File: src/rtl/split_3_gen_pkg.sv
// Shared types, constants and the LFSR next-state function for the split_3_gen
// constrained random-value generator.
package split_3_gen_pkg;

  typedef enum logic [1:0] {
    IDLE  = 2'd0,
    CHECK = 2'd1,
    HOLD  = 2'd2
  } state_t;

  // Galois taps for x^32 + x^22 + x^2 + x + 1.
  localparam logic [31:0] TAP_MASK       = 32'h8020_0003;
  localparam logic [31:0] FORBID_DEFAULT = 32'h6839_A06F;

  function automatic logic [31:0] lfsr_step(input logic [31:0] s);
    return (s >> 1) ^ (s[0] ? TAP_MASK : 32'h0);
  endfunction

endpackage

File: src/rtl/split_3_lfsr.sv
// Galois LFSR holding the candidate value; load wins over step, and a zero
// load is replaced by 1 so the register never locks up at all-zeros.
module split_3_lfsr
  import split_3_gen_pkg::*;
#(
  parameter int WIDTH = 32
) (
  input  logic             clk,
  input  logic             rst,
  input  logic             load,
  input  logic [WIDTH-1:0] load_val,
  input  logic             step,
  output logic [WIDTH-1:0] state
);

  logic [WIDTH-1:0] next_val;

  // The polynomial is degree 32; WIDTH is expected to stay at 32.
  assign next_val = WIDTH'(lfsr_step(32'(state)));

  // NOTE: sequential state uses non-blocking assignments so every register
  // samples pre-edge values regardless of statement order.
  always_ff @(posedge clk) begin
    if (rst) begin
      state <= WIDTH'(1);
    end else if (load) begin
      state <= (load_val == '0) ? WIDTH'(1) : load_val;
    end else if (step) begin
      state <= next_val;
    end
  end

endmodule

File: src/rtl/split_3_gen.sv
// Produces one LFSR value != FORBID per request, retrying up to MAX_RETRY
// times, and presents it on a valid/ready handshake.
module split_3_gen
  import split_3_gen_pkg::*;
#(
  parameter int               WIDTH     = 32,
  parameter logic [WIDTH-1:0] FORBID    = WIDTH'(FORBID_DEFAULT),
  parameter int               MAX_RETRY = 4
) (
  input  logic             clk,
  input  logic             rst,
  input  logic             seed_load,
  input  logic [WIDTH-1:0] seed,
  input  logic             req,
  output logic             busy,
  output logic             out_valid,
  input  logic             out_ready,
  output logic [WIDTH-1:0] out_value,
  output logic             out_fail,
  output logic [15:0]      reject_cnt
);

  localparam int RW = $clog2(MAX_RETRY + 1);

  state_t           state_q, state_n;
  logic [RW-1:0]    retry_q, retry_n;
  logic [WIDTH-1:0] cand, value_n;
  logic             fail_n, lfsr_load, lfsr_adv, hit;
  logic [15:0]      reject_n;

  split_3_lfsr #(.WIDTH(WIDTH)) u_lfsr (
    .clk      (clk),
    .rst      (rst),
    .load     (lfsr_load),
    .load_val (seed),
    .step     (lfsr_adv),
    .state    (cand)
  );

  assign hit       = (cand == FORBID);
  assign busy      = (state_q != IDLE);
  assign out_valid = (state_q == HOLD);

  always_comb begin
    // NOTE: every signal gets a default first so no path leaves one unassigned,
    // which would otherwise infer a latch.
    state_n   = state_q;
    retry_n   = retry_q;
    value_n   = out_value;
    fail_n    = out_fail;
    reject_n  = reject_cnt;
    lfsr_load = 1'b0;
    lfsr_adv  = 1'b0;
    unique case (state_q)
      IDLE: begin
        if (seed_load) begin
          lfsr_load = 1'b1;
        end else if (req) begin
          state_n = CHECK;
          retry_n = '0;
        end
      end
      CHECK: begin
        if (!hit) begin
          value_n = cand;
          fail_n  = 1'b0;
          state_n = HOLD;
        end else begin
          lfsr_adv = 1'b1;
          retry_n  = retry_q + RW'(1);
          if (reject_cnt != 16'hFFFF) reject_n = reject_cnt + 16'd1;
          if (retry_n == RW'(MAX_RETRY)) begin
            fail_n  = 1'b1;
            state_n = HOLD;
          end
        end
      end
      HOLD: begin
        // Stepping on acceptance makes the next request see a fresh value.
        if (out_ready) begin
          lfsr_adv = 1'b1;
          state_n  = IDLE;
        end
      end
      default: state_n = IDLE;
    endcase
  end

  always_ff @(posedge clk) begin
    if (rst) begin
      state_q    <= IDLE;
      retry_q    <= '0;
      out_value  <= '0;
      out_fail   <= 1'b0;
      reject_cnt <= '0;
    end else begin
      state_q    <= state_n;
      retry_q    <= retry_n;
      out_value  <= value_n;
      out_fail   <= fail_n;
      reject_cnt <= reject_n;
    end
  end

endmodule

File: config.mk
export PLATFORM = sky130hd
export DESIGN_NAME = split_3_gen
export DESIGN_NICKNAME = d
export VERILOG_FILES = /design/src/rtl/split_3_gen_pkg.sv /design/src/rtl/split_3_lfsr.sv /design/src/rtl/split_3_gen.sv
export SDC_FILE = /design/constraint.sdc
export NUM_CORES = 1
export LEC_CHECK = 0
export CAP_MARGIN = 40
export CORE_UTILIZATION = 50
export DETAILED_ROUTE_END_ITERATION = 6
export PLACE_DENSITY = 0.79
export SLEW_MARGIN = 10
export SYNTH_ARGS = -nofsm -noshare
export SYNTH_HDL_FRONTEND = slang
export SYNTH_SLANG_ARGS = --single-unit
File: constraint.sdc
create_clock -name clk -period 2.6 [get_ports clk]
set_input_delay 0.52 -clock clk [delete_from_list [all_inputs] [get_ports clk]]
set_output_delay 0.52 -clock clk [all_outputs]
set_load 0.01 [all_outputs]
==> reports/metrics.cfg <==
[outcome]
status = complete, no violations

[synth]
synth_most_common_cell = dfxtp_1
synth_cells = 435
synth_area_mm2 = 0.00393
ys_seq_elements = 86
synth_top_area_cell = dfxtp_1
synth-main-ff-cell = dfxtp_1
syn_avg_cell_area_um2 = 9.02
synth_edf_count = 0
ys_async_sr_fraction_pct = 0
synth_top_area_share_pct = 43.9
synthTopCellsByCount = 86 x dfxtp_1, 51 x nor2_1, 49 x mux2i_1
yosys.cell_types.count = 49
synth-seq-area-share_pct = 43.9
syn_nets = 480
synthTopCellsByArea = dfxtp_1 44%, mux2i_1 12%, nor2_1 4.9%
yosysWarnings = 0

[worst_setup_path]
rr_endpoint = reject_cnt[15]
path_class = reg -> reg
timing.rr.start = u_lfsr.state[0]
worstSetupEndpointType = flop
crit_path_max_fanout = 30
endpoint = reject_cnt[15]
cp_data_required_time_ps = 2880
timing.critical_path.from = u_lfsr.state[0]
startpoint_type = flop
r2r_setup_slack_ps = 350
r2r_cells = 7
arrival_ps = 2530

[timing]
relSlewSlack_pct = 48.7
setup_viol = 0
clock.fmax_ghz = 0.444
finClkSkew_ps = 7.91
layout_setup_ws_ps = 350
tns_ps = 0
tightest_slew_ps = 769
drv_slew = 0
period_share_pct = 86.6
finalHoldViolations = 0
rsz0062_at_grt = no
finalWorstPathRequiredPeriod_ps = 2250

[final_layout]
final_util_pct = 68.2
nets = 561
syn_to_final_growth_pct = 28.7
n_antenna_cell = 0
final_layout_size_suffix_gt1_share_pct = 6.35
num-fill-cells = 592

[clock_network]
h-tree-depth = 3
cts_setup_buffers = 0
clock_sinks = 86
cts_resized = 0
clk_pin_slew_ps = 80
cts_root_buf = clkbuf_8
worst_skew_pair.late_latency_ps = 350
cts-buffers-inserted = 9
cts_hold_buf = 0
max-clock-path-buffers = 2
cts_tree = built

[global_route]
antenna_found_initial = 0
gr-total-overflow = 0
grt_max_degree = 74
grt_usage_pct = 24.5
grt_pass1_vias = 3372
grt_pass1_wl_mm = 16.5

[floorplanning]
ios = 88
start_util_pct = 53.0
die_w_um = 90.6
core_mm2 = 0.00741
die_area_mm2 = 0.00821
die_h_um = 90.6
rows = 31

[pwr]
power.combinational.fraction_pct = 36.7
ir_drop_uv = 480
p_per_area_mw_per_mm2 = 843
p_sw_mw = 1.56
leakage_nw = 1.96
seqPwrFrac_pct = 44.6
p_int_mw = 2.70
clockPowerShare_pct = 18.7
switching_share_pct = 36.7

[worst_hold_path]
hold_depth = 2
min_path_type = reg -> reg

[flow_run]
max-cap-violations = 0

[routing]
drcViolationCount = 0
vias_per_cell = 5.85
vias = 3624
ant_nets = 0
routed_wl_mm = 9.87
drtIter0Drc = 201
drt_pre_antenna_iters = 6
routedWlPerCell_um = 15.9

[placement]
dp_hpwl_mm = 6.92
place_ws_ps = 375
io_buffers = 87
gp_congestion = 0.909

final cells by class:
class	count	area, um2	area share, %
Timing Repair Buffer	98	948	18.8
Clock buffer	11	131	2.60
Multi-Input combinational cell	312	2070	40.9
Clock inverter	4	25.0	0.495
Sequential cell	86	1720	34.1
Inverter	9	33.8	0.669
Tap cell	99	124	2.45
cell families (layout without fill, tap and decap cells):
kind of cell / Yosys count / after routing / synth area share, %
AO/OA/AOI/OAI: 91 / 91 / 15.3
adder cells (fa/ha/maj): 8 / 8 / 2.55
flip-flops: 86 / 86 / 43.9
buffers and inverters: 37 / 122 / 3.79
AND/OR/NAND/NOR: 160 / 160 / 21.1
multiplexers: 49 / 49 / 12.5
XOR/XNOR: 4 / 4 / 0.893
flip-flops by register name (all words and copies together), names as in the netlist:
signal,flops
out_fail,1
out_value,32
reject_cnt,16
retry_q,3
state_q,2
u_lfsr.state,32
critical path: stages (launching register included):
cell and delay [ps]:
dfxtp_1 440, ha_1 170, nor4b_2 210, and4_1 320, o2111ai_2 130, buf_4 250, or4_1 490, a21oi_1 160
layout by cell type (no fill, tap or decap), types with 9 or more instances in the layout:
master            n
clkdlybuf4s50_1  86
dfxtp_1          86
nor2_1           51
mux2i_1          49
nand2_1          41
o21ai_0          22
a21oi_1          17
a31oi_1          15
a221oi_1         15
nand3_1          11
buf_4            11
o31ai_1           9
or4_1             9
clkbuf_8          9
stage by stage:
| step | cells | power, mW | area, um2 | hold WS [ps] |
|---|---|---|---|---|
| global route | 619 | 4.53 | 5050 | 503 |
| detailed placement | 604 | 3.48 | 4900 | 470 |
| global placement | 604 | 3.44 | 4900 | 455 |
| floorplan | 435 | 2.90 | 3930 | 452 |
| CTS | 619 | 4.27 | 5050 | 483 |
| finish | 619 | 4.26 | 5050 | 481 |
per-layer routing:
layer	global-route usage [%]	vias to the layer above	routed length, um
li1	-	1770	-
met1	35.4	1719	4730
met2	37.2	121	4530
met3	3.62	14	507
met4	8.06	0	111
met5	0	-	0
power groups by stage:
stage	Combinational, mW	Sequential, mW	Clock (mW)
4_1_cts	1.56	1.90	0.809
2_1_floorplan	1.04	1.86	0
5_1_grt	1.72	1.94	0.872
3_5_place_dp	1.55	1.92	0
6_report	1.56	1.90	0.798
3_3_place_gp	1.52	1.92	0
worst min path at each step:
stage	startpoint	to	slack [ps]
after global placement	out_value[14]	out_value[14]	450
after floorplan	state_q[0]	state_q[0]	450
final	state_q[0]	state_q[0]	480
after global routing	out_value[14]	out_value[14]	500
after detailed placement	out_value[12]	out_value[12]	470
after CTS	out_value[12]	out_value[12]	480
(Power assumes the default switching activity.)
==> edit: new RTL, same settings <==
Reset style: asynchronous (`rst`), changed in 2 clocked blocks.
--- a/src/rtl/split_3_lfsr.sv
+++ b/src/rtl/split_3_lfsr.sv
@@ -20,7 +20,7 @@
 
   // NOTE: sequential state uses non-blocking assignments so every register
   // samples pre-edge values regardless of statement order.
-  always_ff @(posedge clk) begin
+  always_ff @(posedge clk or posedge rst) begin
     if (rst) begin
       state <= WIDTH'(1);
     end else if (load) begin
--- a/src/rtl/split_3_gen.sv
+++ b/src/rtl/split_3_gen.sv
@@ -86,7 +86,7 @@
     endcase
   end
 
-  always_ff @(posedge clk) begin
+  always_ff @(posedge clk or posedge rst) begin
     if (rst) begin
       state_q    <= IDLE;
       retry_q    <= '0;
Behaviour: differs if rst is asserted again (counterexample within 4 cycles, from zero or initial values and one cycle with rst high); with rst held inactive, the same outputs for 10 cycles.
==> edit against the unedited design <==
  * Total power is 40% higher
  * Area after synthesis is 8.4% higher
  * Sequential cell count stayed put
  * Utilization is 1.4 points lower
  * Design area is 8.6% higher
  * Wire length is 11% lower
  * Setup slack worse by 0.13 ns
  * Count of clock-buffer cells in the layout is 1 lower
  * Critical endpoint is now u_lfsr.state[7]
  * Largest cell class is now registers
==> edit: results (changes against the unedited design) <==
top post-synthesis cells by area=dfrtp_1 (50%), mux2_2 (18%), mux2_4 (11%) (was dfxtp_1 (44%), mux2i_1 (12%), nor2_1 (4.9%)); synth warn=0 (unchanged); biggest regs=out_value: 32 flops, u_lfsr.state: 32 flops, reject_cnt: 16 flops (unchanged); HP Start=reject_cnt[10] (was state_q[0]); outcome=finished clean (unchanged); worst-path maximum fanout=22 (was 30); share of cells above drive strength 1=0.313 (was 0.0635); post-DP HPWL=6.46 mm (was 6.92 mm); Final #Nets=457 (was 561); leakage=0.00247 uW (was 0.00196 uW); Max IR drop VDD=0.510 mV (was 0.480 mV); Hold Buf Count CTS=0 (unchanged); initial antenna violation count=0 (unchanged); Antenna Cells=0 (unchanged); Vias/cell=5.50 (was 5.85); Clock Latency Late Sink=0.35 ns (about the same); Worst-path clk slew=0.08 ns (about the same); ys async rst share=1.00 (was 0); CTS max path bufs=2 (unchanged); Resized cells post-CTS=0 (unchanged); clock root buffer=clkbuf_8 (unchanged); switching power=1910 uW (was 1560 uW); Hold Path Class=register to register (unchanged); WP data arrival=2.62 ns (was 2.53 ns); Placed Instance Area=5310 sq um (was 4900 sq um); vias in the first global route=2884 (was 3372); Num CTS Buffers=9 (unchanged); RePlAce Congestion=0.792 (was 0.909); Final Skew=0.00824 ns (was 0.00791 ns); PortBufs=87 (unchanged); worst-margin pin slew=0.549 ns (was 0.769 ns); Routed WL=8.82 mm (was 9.87 mm); Critical Path Source=u_lfsr.state[0] (unchanged); sequential share of the synthesized area=0.506 (was 0.439); Total GRT Usage=0.218 (was 0.245); H-tree Lvls=3 (unchanged); post-synth cell types=33 (was 49); drt pass-1 iters=4 (was 6); Hold WS=0.506 ns (was 0.481 ns); drt initial violations=67 (was 201); largest net degree at the start of global routing=35 (was 74); Syn Nets=360 (was 480); FF-to-FF setup slack=0.22 ns (was 0.35 ns); first-pass GRT wire length=14.6 mm (was 16.5 mm); Post-synth top cells=dfrtp_1 (85), mux2_2 (67), mux2_4 (30) (was dfxtp_1 (86), nor2_1 (51), mux2i_1 (49))
[edit: changes by cell type after synthesis, sizes merged, moves of 18 or more]
| cell | before | now |
|---|---|---|
| nand2 | 41 | 9 |
| dfxtp | 86 | 0 |
| nor2 | 51 | 5 |
| mux2 | 0 | 97 |
| mux2i | 49 | 0 |
| dfrtp | 0 | 85 |
| o21ai | 23 | 5 |
[edit: what timing repair did]
item                       CTS  global route
hold endpoints to repair     0             0
setup endpoints to repair    0            32
setup buffers                0             1
[edit: area by class of cell]
cell class | instances | area [sq um]
Tap cell | 105 | 131
Timing Repair Buffer | 100 | 1010
Inverter | 8 | 33.8
Multi-Input combinational cell | 206 | 2000
Clock buffer | 10 | 128
Fill cell | 623 | 2730
Clock inverter | 6 | 38.8
Sequential cell | 86 | 2150
[edit: through the flow]
stage | setup WS [ns] | instances
floorplan | 0.500 | 314
global placement | 0.254 | 504
detailed placement | 0.163 | 504
CTS | 0.143 | 520
global route | 0.0237 | 521
finish | 0.221 | 521
[edit: worst paths after layout]
kind                                   end  cells after the start
hold / removal              reject_cnt[10]                      1
setup / recovery           u_lfsr.state[7]                      8
setup reg to reg           u_lfsr.state[7]                      8
max in group asynchronous   reject_cnt[11]                      3
min in group asynchronous    out_value[30]                      2
hold reg to reg             reject_cnt[10]                      1
[edit: logic make-up after synthesis]
kind of cell               share of synthesized area
buffers and inverters                         0.0285
xor gates and xnor gates                      0.0350
adders and majority gates                     0.0265
AOI/OAI and AO/OA                             0.0194
DFF                                            0.506
muxes                                          0.283
and+or+nand+nor                                0.101
[edit: per-layer routing]
| layer | share of wire | vias up | global-route usage |
|---|---|---|---|
| li1 | - | 1337 | - |
| met1 | 0.46 | 1442 | 0.295 |
| met5 | 0 | - | 0 |
| met3 | 0.035 | 13 | 0.0332 |
| met4 | 0.017 | 0 | 0.0910 |
| met2 | 0.48 | 71 | 0.349 |
[edit: worst max-delay path, stage by stage, from the launching register on]
cell and delay, ns:
dfstp_2 0.54, ha_1 0.14, nor4bb_1 0.28, nand4_1 0.20, nor3_2 0.18, buf_4 0.27
a21oi_4 0.09, buf_4 0.24, mux2_4 0.32
[edit: power groups by stage]
| stage | clock [uW] | combinational [uW] | sequential (uW) |
|---|---|---|---|
| after floorplan | 0 | 1820 | 2320 |
| after global placement | 0 | 2760 | 2310 |
| after detailed placement | 0 | 2860 | 2330 |
| after CTS | 834 | 2870 | 2310 |
| after global routing | 889 | 3040 | 2400 |
| final | 814 | 2840 | 2320 |
